[config.mk]
export PLATFORM = sky130hd
export DESIGN_NAME = serial_word_loader
export DESIGN_NICKNAME = d
export VERILOG_FILES = /design/src/rtl/serial_word_loader.sv
export SDC_FILE = /design/constraint.sdc
export NUM_CORES = 1
export LEC_CHECK = 0
export BUFFER_PORTS_ARGS = -buffer_cell sky130_fd_sc_hd__buf_2
export CAP_MARGIN = 20
export CORE_UTILIZATION = 40
export DETAILED_ROUTE_END_ITERATION = 10
export GPL_TIMING_DRIVEN = 0
export HOLD_SLACK_MARGIN = 0.15
export SLEW_MARGIN = 20
export SYNTH_ARGS = -nofsm -noshare
export SYNTH_HDL_FRONTEND = slang
export SYNTH_SLANG_ARGS = --single-unit
[constraint.sdc]
create_clock -name clk -period 1.8 [get_ports clk]
set_input_delay 0.09 -clock clk [delete_from_list [all_inputs] [get_ports clk]]
set_output_delay 0.09 -clock clk [all_outputs]
set_load 0.01 [all_outputs]
[src/rtl/serial_word_loader.sv]
// Serial-to-parallel word loader: assembles a WIDTH-bit word from a framed bit
// stream and strobes it into a downstream holding register. Optional parity via SERIAL_LOADER_PARITY_CHECK_EN.
module serial_word_loader #(
  parameter int WIDTH     = 4,
  parameter int TIMEOUT   = 255,
  parameter int MSB_FIRST = 1
) (
  input  logic             clk,
  input  logic             rstn,
  input  logic             start,
  input  logic             bit_in,
  input  logic             bit_valid,
  input  logic             abort,
  output logic             load_en,
  output logic [WIDTH-1:0] load_data,
  output logic             busy,
  output logic             err
);

  localparam int BCW = (WIDTH > 1) ? $clog2(WIDTH) : 1;
  localparam int TCW = (TIMEOUT > 0) ? $clog2(TIMEOUT + 1) : 1;
  localparam logic [BCW-1:0] LAST_BIT = BCW'(WIDTH - 1);
  localparam logic [TCW-1:0] TO_LIMIT = TCW'(TIMEOUT);
  localparam bit             TO_EN    = (TIMEOUT > 0);

`ifdef SERIAL_LOADER_PARITY_CHECK_EN
  typedef enum logic [1:0] {IDLE, SHIFT, PARITY, LOAD} state_t;
`else
  typedef enum logic [1:0] {IDLE, SHIFT, LOAD} state_t;
`endif

  state_t           state, state_nxt;
  logic [WIDTH-1:0] sr, sr_nxt, sr_shift;
  logic [BCW-1:0]   bit_cnt, bit_cnt_nxt;
  logic [TCW-1:0]   to_cnt, to_cnt_nxt, to_inc;
  logic [WIDTH-1:0] data_nxt;
  logic             err_nxt;
  logic             timeout_hit;

  generate
    if (WIDTH == 1) begin : g_shift_one
      assign sr_shift = bit_in;
    end else if (MSB_FIRST != 0) begin : g_shift_msb
      assign sr_shift = {sr[WIDTH-2:0], bit_in};
    end else begin : g_shift_lsb
      assign sr_shift = {bit_in, sr[WIDTH-1:1]};
    end
  endgenerate

  // Idle counter saturates so TIMEOUT=0 (supervision off) never wraps.
  assign to_inc      = (to_cnt == '1) ? to_cnt : to_cnt + 1'b1;
  assign timeout_hit = TO_EN && (to_inc == TO_LIMIT);

  always_comb begin
    // NOTE: every output of this block gets a default first, so no path can infer a latch.
    state_nxt   = state;
    sr_nxt      = sr;
    bit_cnt_nxt = bit_cnt;
    to_cnt_nxt  = to_cnt;
    err_nxt     = err;
    data_nxt    = load_data;
    case (state)
      IDLE: begin
        if (start) begin
          state_nxt   = SHIFT;
          sr_nxt      = '0;
          bit_cnt_nxt = '0;
          to_cnt_nxt  = '0;
          err_nxt     = 1'b0;
        end
      end
      SHIFT: begin
        if (abort) begin
          state_nxt = IDLE;
        end else if (bit_valid) begin
          sr_nxt      = sr_shift;
          bit_cnt_nxt = bit_cnt + 1'b1;
          to_cnt_nxt  = '0;
          if (bit_cnt == LAST_BIT) begin
`ifdef SERIAL_LOADER_PARITY_CHECK_EN
            state_nxt = PARITY;
`else
            state_nxt = LOAD;
            data_nxt  = sr_shift;
`endif
          end
        end else begin
          to_cnt_nxt = to_inc;
          if (timeout_hit) begin
            state_nxt = IDLE;
            err_nxt   = 1'b1;
          end
        end
      end
`ifdef SERIAL_LOADER_PARITY_CHECK_EN
      PARITY: begin
        if (abort) begin
          state_nxt = IDLE;
        end else if (bit_valid) begin
          to_cnt_nxt = '0;
          // Even parity: the data bits XOR the parity bit must come to zero.
          if ((^sr) == bit_in) begin
            state_nxt = LOAD;
            data_nxt  = sr;
          end else begin
            state_nxt = IDLE;
            err_nxt   = 1'b1;
          end
        end else begin
          to_cnt_nxt = to_inc;
          if (timeout_hit) begin
            state_nxt = IDLE;
            err_nxt   = 1'b1;
          end
        end
      end
`endif
      LOAD:    state_nxt = IDLE;
      default: state_nxt = IDLE;
    endcase
  end

  always_ff @(posedge clk or negedge rstn) begin
    // NOTE: sequential state uses non-blocking assignments so all flops update together.
    if (!rstn) begin
      state     <= IDLE;
      sr        <= '0;
      bit_cnt   <= '0;
      to_cnt    <= '0;
      err       <= 1'b0;
      load_data <= '0;
    end else begin
      state     <= state_nxt;
      sr        <= sr_nxt;
      bit_cnt   <= bit_cnt_nxt;
      to_cnt    <= to_cnt_nxt;
      err       <= err_nxt;
      load_data <= data_nxt;
    end
  end

  // LOAD lasts one cycle and always returns to IDLE, so the strobe cannot repeat.
  assign load_en = (state == LOAD);
  assign busy    = (state != IDLE);

endmodule

==> results of run 1 <==
## final cells by class
cell class,instances,area [um2]
fillers,238,1220
multi-input cells,81,611
flip-flops and latches,20,502
repair buffers,17,105
well taps,30,37.5
clock inverters,1,30.0
clock buffers,3,22.5
plain buffers,3,20.0
inverters,4,15.0
## worst paths after layout
path                                       endpoint                     start  depth (start not counted)  slack (ps)
setup / recovery               state[0]$_DFFE_PN0P_     to_cnt[0]$_DFFE_PN0P_                          6          90
hold / removal                 state[0]$_DFFE_PN0P_                     abort                          4         180
setup reg to reg               state[0]$_DFFE_PN0P_     to_cnt[0]$_DFFE_PN0P_                          6          90
hold reg to reg            load_data[2]$_DFFE_PN0P_  load_data[2]$_DFFE_PN0P_                          1         500
max in group asynchronous     to_cnt[0]$_DFFE_PN0P_                      rstn                          2        1230
min in group asynchronous           err$_DFFE_PN0P_                      rstn                          2         240
## sequential cells by signal, summed over array words and instances, names as in the netlist
register and flops:
state 2, err 1, sr 3, bit_cnt 2, load_data 4, to_cnt 8
## where the power goes
group	internal, uW	total [uW]	switching (uW)
Sequential	497	535	37.5
Clock	225	374	149
Combinational	117	245	128
## worst register-to-register path, stage by stage (launching register included)
cell and delay (ps):
dfrtp_2 450, buf_4 160, and2_1 180, o31ai_1 260
o2bb2ai_1 200, and4b_1 260, o221ai_2 90
## layer usage
layer	vias to the layer above	part of all wire	GRT usage
li1	454	-	-
met1	453	0.51	0.228
met2	26	0.45	0.257
met3	2	0.036	0.0328
met4	0	0.0088	0.0750
met5	-	0	0
## stage by stage
stage,cells,setup TNS (ps),utilization,hold WS (ps)
CTS,159,0,0.517,176
floorplan,109,0,-,-206
detailed placement,151,-135,0.476,68.3
finish,159,0,0.523,181
global placement,151,-105,0.476,59.3
global route,159,0,0.523,214
## cell usage after synthesis (2+ instances only)
cell type and count:
and2_1 2, a21oi_1 11, a22o_1 5, a31oi_1 2, inv_1 4, nand2_1 6, nand2b_1 4, nand4_1 2
a21o_1 3, mux2_1 5, nor2b_1 3, o21ai_0 2, dfrtp_1 20, nand3b_1 2, o211a_1 2, and3_1 2
ha_1 2, nor2_1 2, o21ai_1 4, nand3_1 3
## repair_timing
| item | in CTS | in global routing |
|---|---|---|
| resized for setup | 3 | 2 |
| setup buffers | 2 | 0 |
| endpoints found under the hold margin | 23 | 0 |
| endpoints found under the setup margin | 2 | 5 |
| pin swaps | 1 | 0 |
| hold buffers | 3 | 0 |
## cell families after synthesis
| family | Yosys count | share of synthesized area |
|---|---|---|
| mux | 6 | 0.0634 |
| compound gates | 38 | 0.239 |
| buf+inv | 8 | 0.0356 |
| flops | 20 | 0.445 |
| fa+ha+maj | 2 | 0.0222 |
| simple gates | 35 | 0.195 |
==> results by group, run 1 <==
Logic synthesis
  • Synth area leader: dfrtp_1
  • Post-synth EDFFs: 0
  • Ys async rst share: 1.00
  • Syn_nets: 117
  • Synth Flop Type: dfrtp_1
  • Post-Syn Area: 0.00112 mm2
  • Post-synthesis sequential area ratio: 0.445
  • Gate Count Post-Synth: 109
  • FF+latch count, synth: 20
  • Syn Area/Cell: 10.3 um2
  • Synth warnings: 0
  • Post-synth top area share: 0.445
  • Yosys cell types: 43
  • Top post-synthesis cells by area: dfrtp_1 (44%), mux2_1 (5.0%), a21oi_1 (4.9%)

Route
  • Final WL: 2280 um
  • WL/cell: 14.3 um
  • DR vias: 935
  • DRC viols: 0
  • Post-route antenna net violation count: 0
  • DR iter-0 viols: 21
  • Drt first pass iters: 4
  • Vias per cell: 5.88

STA
  • Fin crit share: 0.948
  • RSZ-0062 raised after global routing: true
  • Max-slew violations: 0
  • Clock skew: 4.89 ps
  • Worst slew pin tran: 439 ps
  • Final WS setup: 93.0 ps
  • Fmax: 586 MHz
  • Rel. slew slack: 0.707
  • Final Hold Vio Count: 0
  • Final Setup Violations: 0
  • Tmin final: 1710 ps

Clock tree
  • CTS clock-pin slew for the worst setup and hold paths: 120 ps
  • CTS buffer count: 3
  • Clock root cell: clkbuf_4
  • Clock Sinks: 20
  • Clock Latency Late Sink: 310 ps
  • Bufs on Longest Clock Path: 2
  • H-tree depth: 1
  • CTS tree: done

Worst setup path
  • CP delay by family, top: compound AO/OA/AOI/OAI gates
  • Crit-path cells: buf_4 -> and2_1 -> o31ai_1 -> o2bb2ai_1 -> and4b_1 -> o221ai_2
  • Crit Path Category: reg2reg
  • CP Capture Type: flop
  • Crit path buffers/inverters: 1
  • Worst-path fanout max: 7
  • Max stage delay cell, worst path: dfrtp_2
  • CP arrival: 1900 ps
  • Crit start category: flop
  • Crit path largest cell delay: 450 ps
  • WP data required: 1990 ps

Floorplan
  • Die span in y: 55.0 um
  • Chip Width: 55.0 um
  • IO Pins: 13
  • Rows: 18
  • Die area: 0.00303 mm2
  • Core Region: 0.00257 mm2
  • Starting Density: 0.438

Global routing
  • First-pass GRT wire length: 3510 um
  • Antenna violations before repair: 0
  • Gr usage total: 0.168
  • Vias in the first global route: 793
  • Pin count of the biggest net entering global routing: 21
  • Global route total overflow: 0

Cells and area
  • Area Growth Syn to Fin: 19.4%
  • Number of inserted diodes: 0
  • Commonest non-fill, non-tap cells in the layout: dfrtp_1 (19), buf_2 (13), a21oi_1 (11)
  • # nets final: 138
  • Final Instance Area: 0.00134 mm2
  • Most common library cell in the layout ignoring fill and taps: dfrtp_1
  • Layout cells sized above 1: 0.225

Flow run
  • Maxcap violations: 0

Place
  • RD Place Congestion: 0.780
  • Post-Place Cell Area: 0.00122 mm2
  • HPWL Detailed: 1610 um
  • Number of I/O port buffers: 12
  • Post-Place Worst Slack: -120 ps

Power
  • Pwr dens: 859 mW/mm2
  • Peak VDD IR: 0.000627 V
  • Leakage: 0.000680 uW
  • Total power: 1150 uW

Worst hold path
  • Hold crit path type: in2reg

Outcome
  • Status: complete, no violations
Power figures use the tool's default switching activity.
==> inputs of run 2 (changes only) <==
--- a/config.mk
+++ b/config.mk
@@ -5,13 +5,12 @@
 export SDC_FILE = /design/constraint.sdc
 export NUM_CORES = 1
 export LEC_CHECK = 0
-export BUFFER_PORTS_ARGS = -buffer_cell sky130_fd_sc_hd__buf_2
 export CAP_MARGIN = 20
 export CORE_UTILIZATION = 40
 export DETAILED_ROUTE_END_ITERATION = 10
+export DONT_BUFFER_PORTS = 1
 export GPL_TIMING_DRIVEN = 0
 export HOLD_SLACK_MARGIN = 0.15
-export SLEW_MARGIN = 20
 export SYNTH_ARGS = -nofsm -noshare
 export SYNTH_HDL_FRONTEND = slang
 export SYNTH_SLANG_ARGS = --single-unit
==> results by group, run 2 (synthesis gave the netlist of run 1 again) <==
Cells and area
  • # nets final: 128 (-7.2%)
  • Layout cells sized above 1: 0.143 (-0.0819)
  • Final core occ: 0.507 (-0.0156)
  • Largest regs: to_cnt (8), load_data (4), sr (3)
  • Number of inserted diodes: 0 (unchanged)
  • Most common library cell in the layout ignoring fill and taps: dfrtp_1
  • Number of flip-flops in the largest register: 8 (unchanged)
  • Layout Cells excl Fill: 149 (-6.3%)
  • Multi-input gate area: 611 um2 (unchanged)
  • Fillcell total: 236 (-0.84%)
  • Commonest non-fill, non-tap cells in the layout: dfrtp_1 (19), a21oi_1 (11), nand2_1 (6)
  • Final Instance Area: 0.00130 mm2 (-3.0%)
  • Flip-flop and latch area: 502 um2 (unchanged)
  • Top reg by flops: to_cnt
  • Area Growth Syn to Fin: 15.8%

Place
  • HPWL Detailed: 1680 um (+4.2%)
  • RD Place Congestion: 0.803 (+3.0%)
  • Number of I/O port buffers: 0 (-12)
  • Post-Place Cell Area: 0.00116 mm2 (-4.9%)
  • Placed cell count: 139 (-7.9%)

Floorplan
  • Starting Density: 0.438 (unchanged)
  • Die area: 0.00303 mm2 (unchanged)
  • Die span in y: 55.0 um (unchanged)
  • Core Region: 0.00257 mm2 (unchanged)
  • IO Pins: 13 (unchanged)
  • Rows: 18 (unchanged)
  • Chip Width: 55.0 um (unchanged)

Worst setup path
  • Crit Path Category: reg2reg
  • R2r setup slk: 110 ps (+20 ps)
  • Crit start category: flop
  • Critical path capture point: state[0]$_DFFE_PN0P_
  • R2R Path End: state[0]$_DFFE_PN0P_
  • Cells on worst reg2reg path: 7 (+1)
  • Reg-to-reg startpoint: to_cnt[4]$_DFFE_PN0P_
  • CP Capture Type: flop
  • Worst-path fanout max: 9 (+2)
  • CP arrival: 1930 ps (+30 ps)
  • Crit path from: to_cnt[4]$_DFFE_PN0P_
  • WP data required: 2040 ps (+50 ps)

Global routing
  • Pin count of the biggest net entering global routing: 21 (unchanged)
  • Antenna violations before repair: 0 (unchanged)
  • First-pass GRT wire length: 3790 um (+7.9%)
  • Global route total overflow: 0 (unchanged)
  • Vias in the first global route: 855 (+7.8%)
  • Gr usage total: 0.180 (+0.0124)

STA
  • RSZ-0062 raised after global routing: true
  • Rel. slew slack: 0.376 (-0.332)
  • Final Hold Vio Count: 0 (unchanged)
  • Fin crit share: 0.939 (-0.00951)
  • Worst slew pin tran: 933 ps (+494 ps)
  • Sum Neg Setup Slack: 0 ps (unchanged)
  • Clock skew: 6.26 ps (+1.37 ps)
  • Tmin final: 1690 ps (-17.1 ps)
  • Fmax: 592 MHz (+1.0%)
  • Final Setup Violations: 0 (unchanged)
  • Max-slew violations: 0 (unchanged)

Power
  • Leakage: 0.000632 uW (-7.2%)
  • Clock power share: 0.331 (+0.007)
  • Sequential fraction of design power: 0.479 (+0.015)
  • Switching power total: 316 uW (+0.64%)
  • Peak VDD IR: 0.000654 V (+4.3%)
  • Combinational share of power: 0.190 (-0.023)
  • Pint: 825 uW (-1.8%)
  • Pwr dens: 876 mW/mm2 (+1.9%)
  • Switch share: 0.277 (+0.00481)

Clock tree
  • CTS buffer count: 3 (unchanged)
  • CTS tree: done
  • Clock Sinks: 20 (unchanged)
  • CTS clock-pin slew for the worst setup and hold paths: 120 ps (about the same)
  • Bufs on Longest Clock Path: 2 (unchanged)
  • Clock Latency Late Sink: 310 ps (about the same)
  • Clock root cell: clkbuf_4
  • H-tree depth: 1 (unchanged)

Outcome
  • Status: complete, no violations

Route
  • Final WL: 2440 um (+7.1%)
  • DRC viols: 0 (unchanged)
  • Vias per cell: 6.11 (+3.9%)
  • WL/cell: 16.4 um (+14%)
  • Post-route antenna net violation count: 0 (unchanged)
  • DR vias: 910 (-2.7%)
  • DR iter-0 viols: 27 (+29%)
  • Drt first pass iters: 4 (unchanged)

Worst hold path
  • Hold Crit Depth: 3 (-1)
  • Hold crit path type: in2reg

Flow run
  • Maxcap violations: 0 (unchanged)
run 2: changes by cell type in the layout (fill, tap and decap cells not counted):
| cell | before | now |
|---|---|---|
| buf_2 | 13 | 1 |
| dlygate4sd3_1 | 3 | 5 |
run 2: area by class of cell:
class / count / area share
tap: 30 / 0.0288
inverter: 4 / 0.0115
multi-input combinational: 81 / 0.469
buffer: 3 / 0.0154
clock buffer: 3 / 0.0173
clock inverter: 1 / 0.0231
timing repair buffer: 7 / 0.0500
sequential: 20 / 0.385
run 2: metrics by stage:
stage | power, uW | hold slack (ps) | worst slack (ps)
floorplan | 687 | -206 | 65.3
global placement | 720 | -205 | -94.0
detailed placement | 732 | -205 | -146
CTS | 1140 | 156 | 38.1
global route | 1200 | 177 | -1.71
finish | 1140 | 163 | 110
run 2: metal layers:
metal | GRT usage | up-vias | wire length, um
li1 | - | 433 | -
met2 | 0.295 | 26 | 1160
met1 | 0.230 | 447 | 1140
met3 | 0.0410 | 4 | 107
met4 | 0.0667 | 0 | 27
met5 | 0 | - | 0
run 2: worst min-delay path by stage:
stage,start,to,slack [ps]
2_1_floorplan,rstn,bit_cnt[0]$_DFFE_PN0P_,-210
3_3_place_gp,rstn,err$_DFFE_PN0P_,-210
3_5_place_dp,rstn,to_cnt[7]$_DFFE_PN0P_,-210
4_1_cts,abort,state[0]$_DFFE_PN0P_,160
5_1_grt,abort,state[0]$_DFFE_PN0P_,180
6_report,abort,to_cnt[2]$_DFFE_PN0P_,160
run 2: power groups by stage:
stage,sequential [uW],combinational [uW],clock [uW]
2_1_floorplan,548,139,0
3_3_place_gp,557,163,0
3_5_place_dp,562,170,0
4_1_cts,545,211,384
5_1_grt,557,242,399
6_report,547,217,377
run 2: repair_timing:
item | CTS | global route
setup buffers | 2 | 0
pin swaps | 1 | 0
hold buffers | 5 | 0
setup endpoints to repair | 2 | 5
hold endpoints to repair | 30 | 0
gates resized for setup | 3 | 2
run 2: critical path, cell delays in order (launching register included):
cell,delay (ps)
dfrtp_1,370
buf_2,170
and3_1,200
buf_6,140
nand2_4,100
mux2_4,320
and4b_1,210
o221ai_2,120
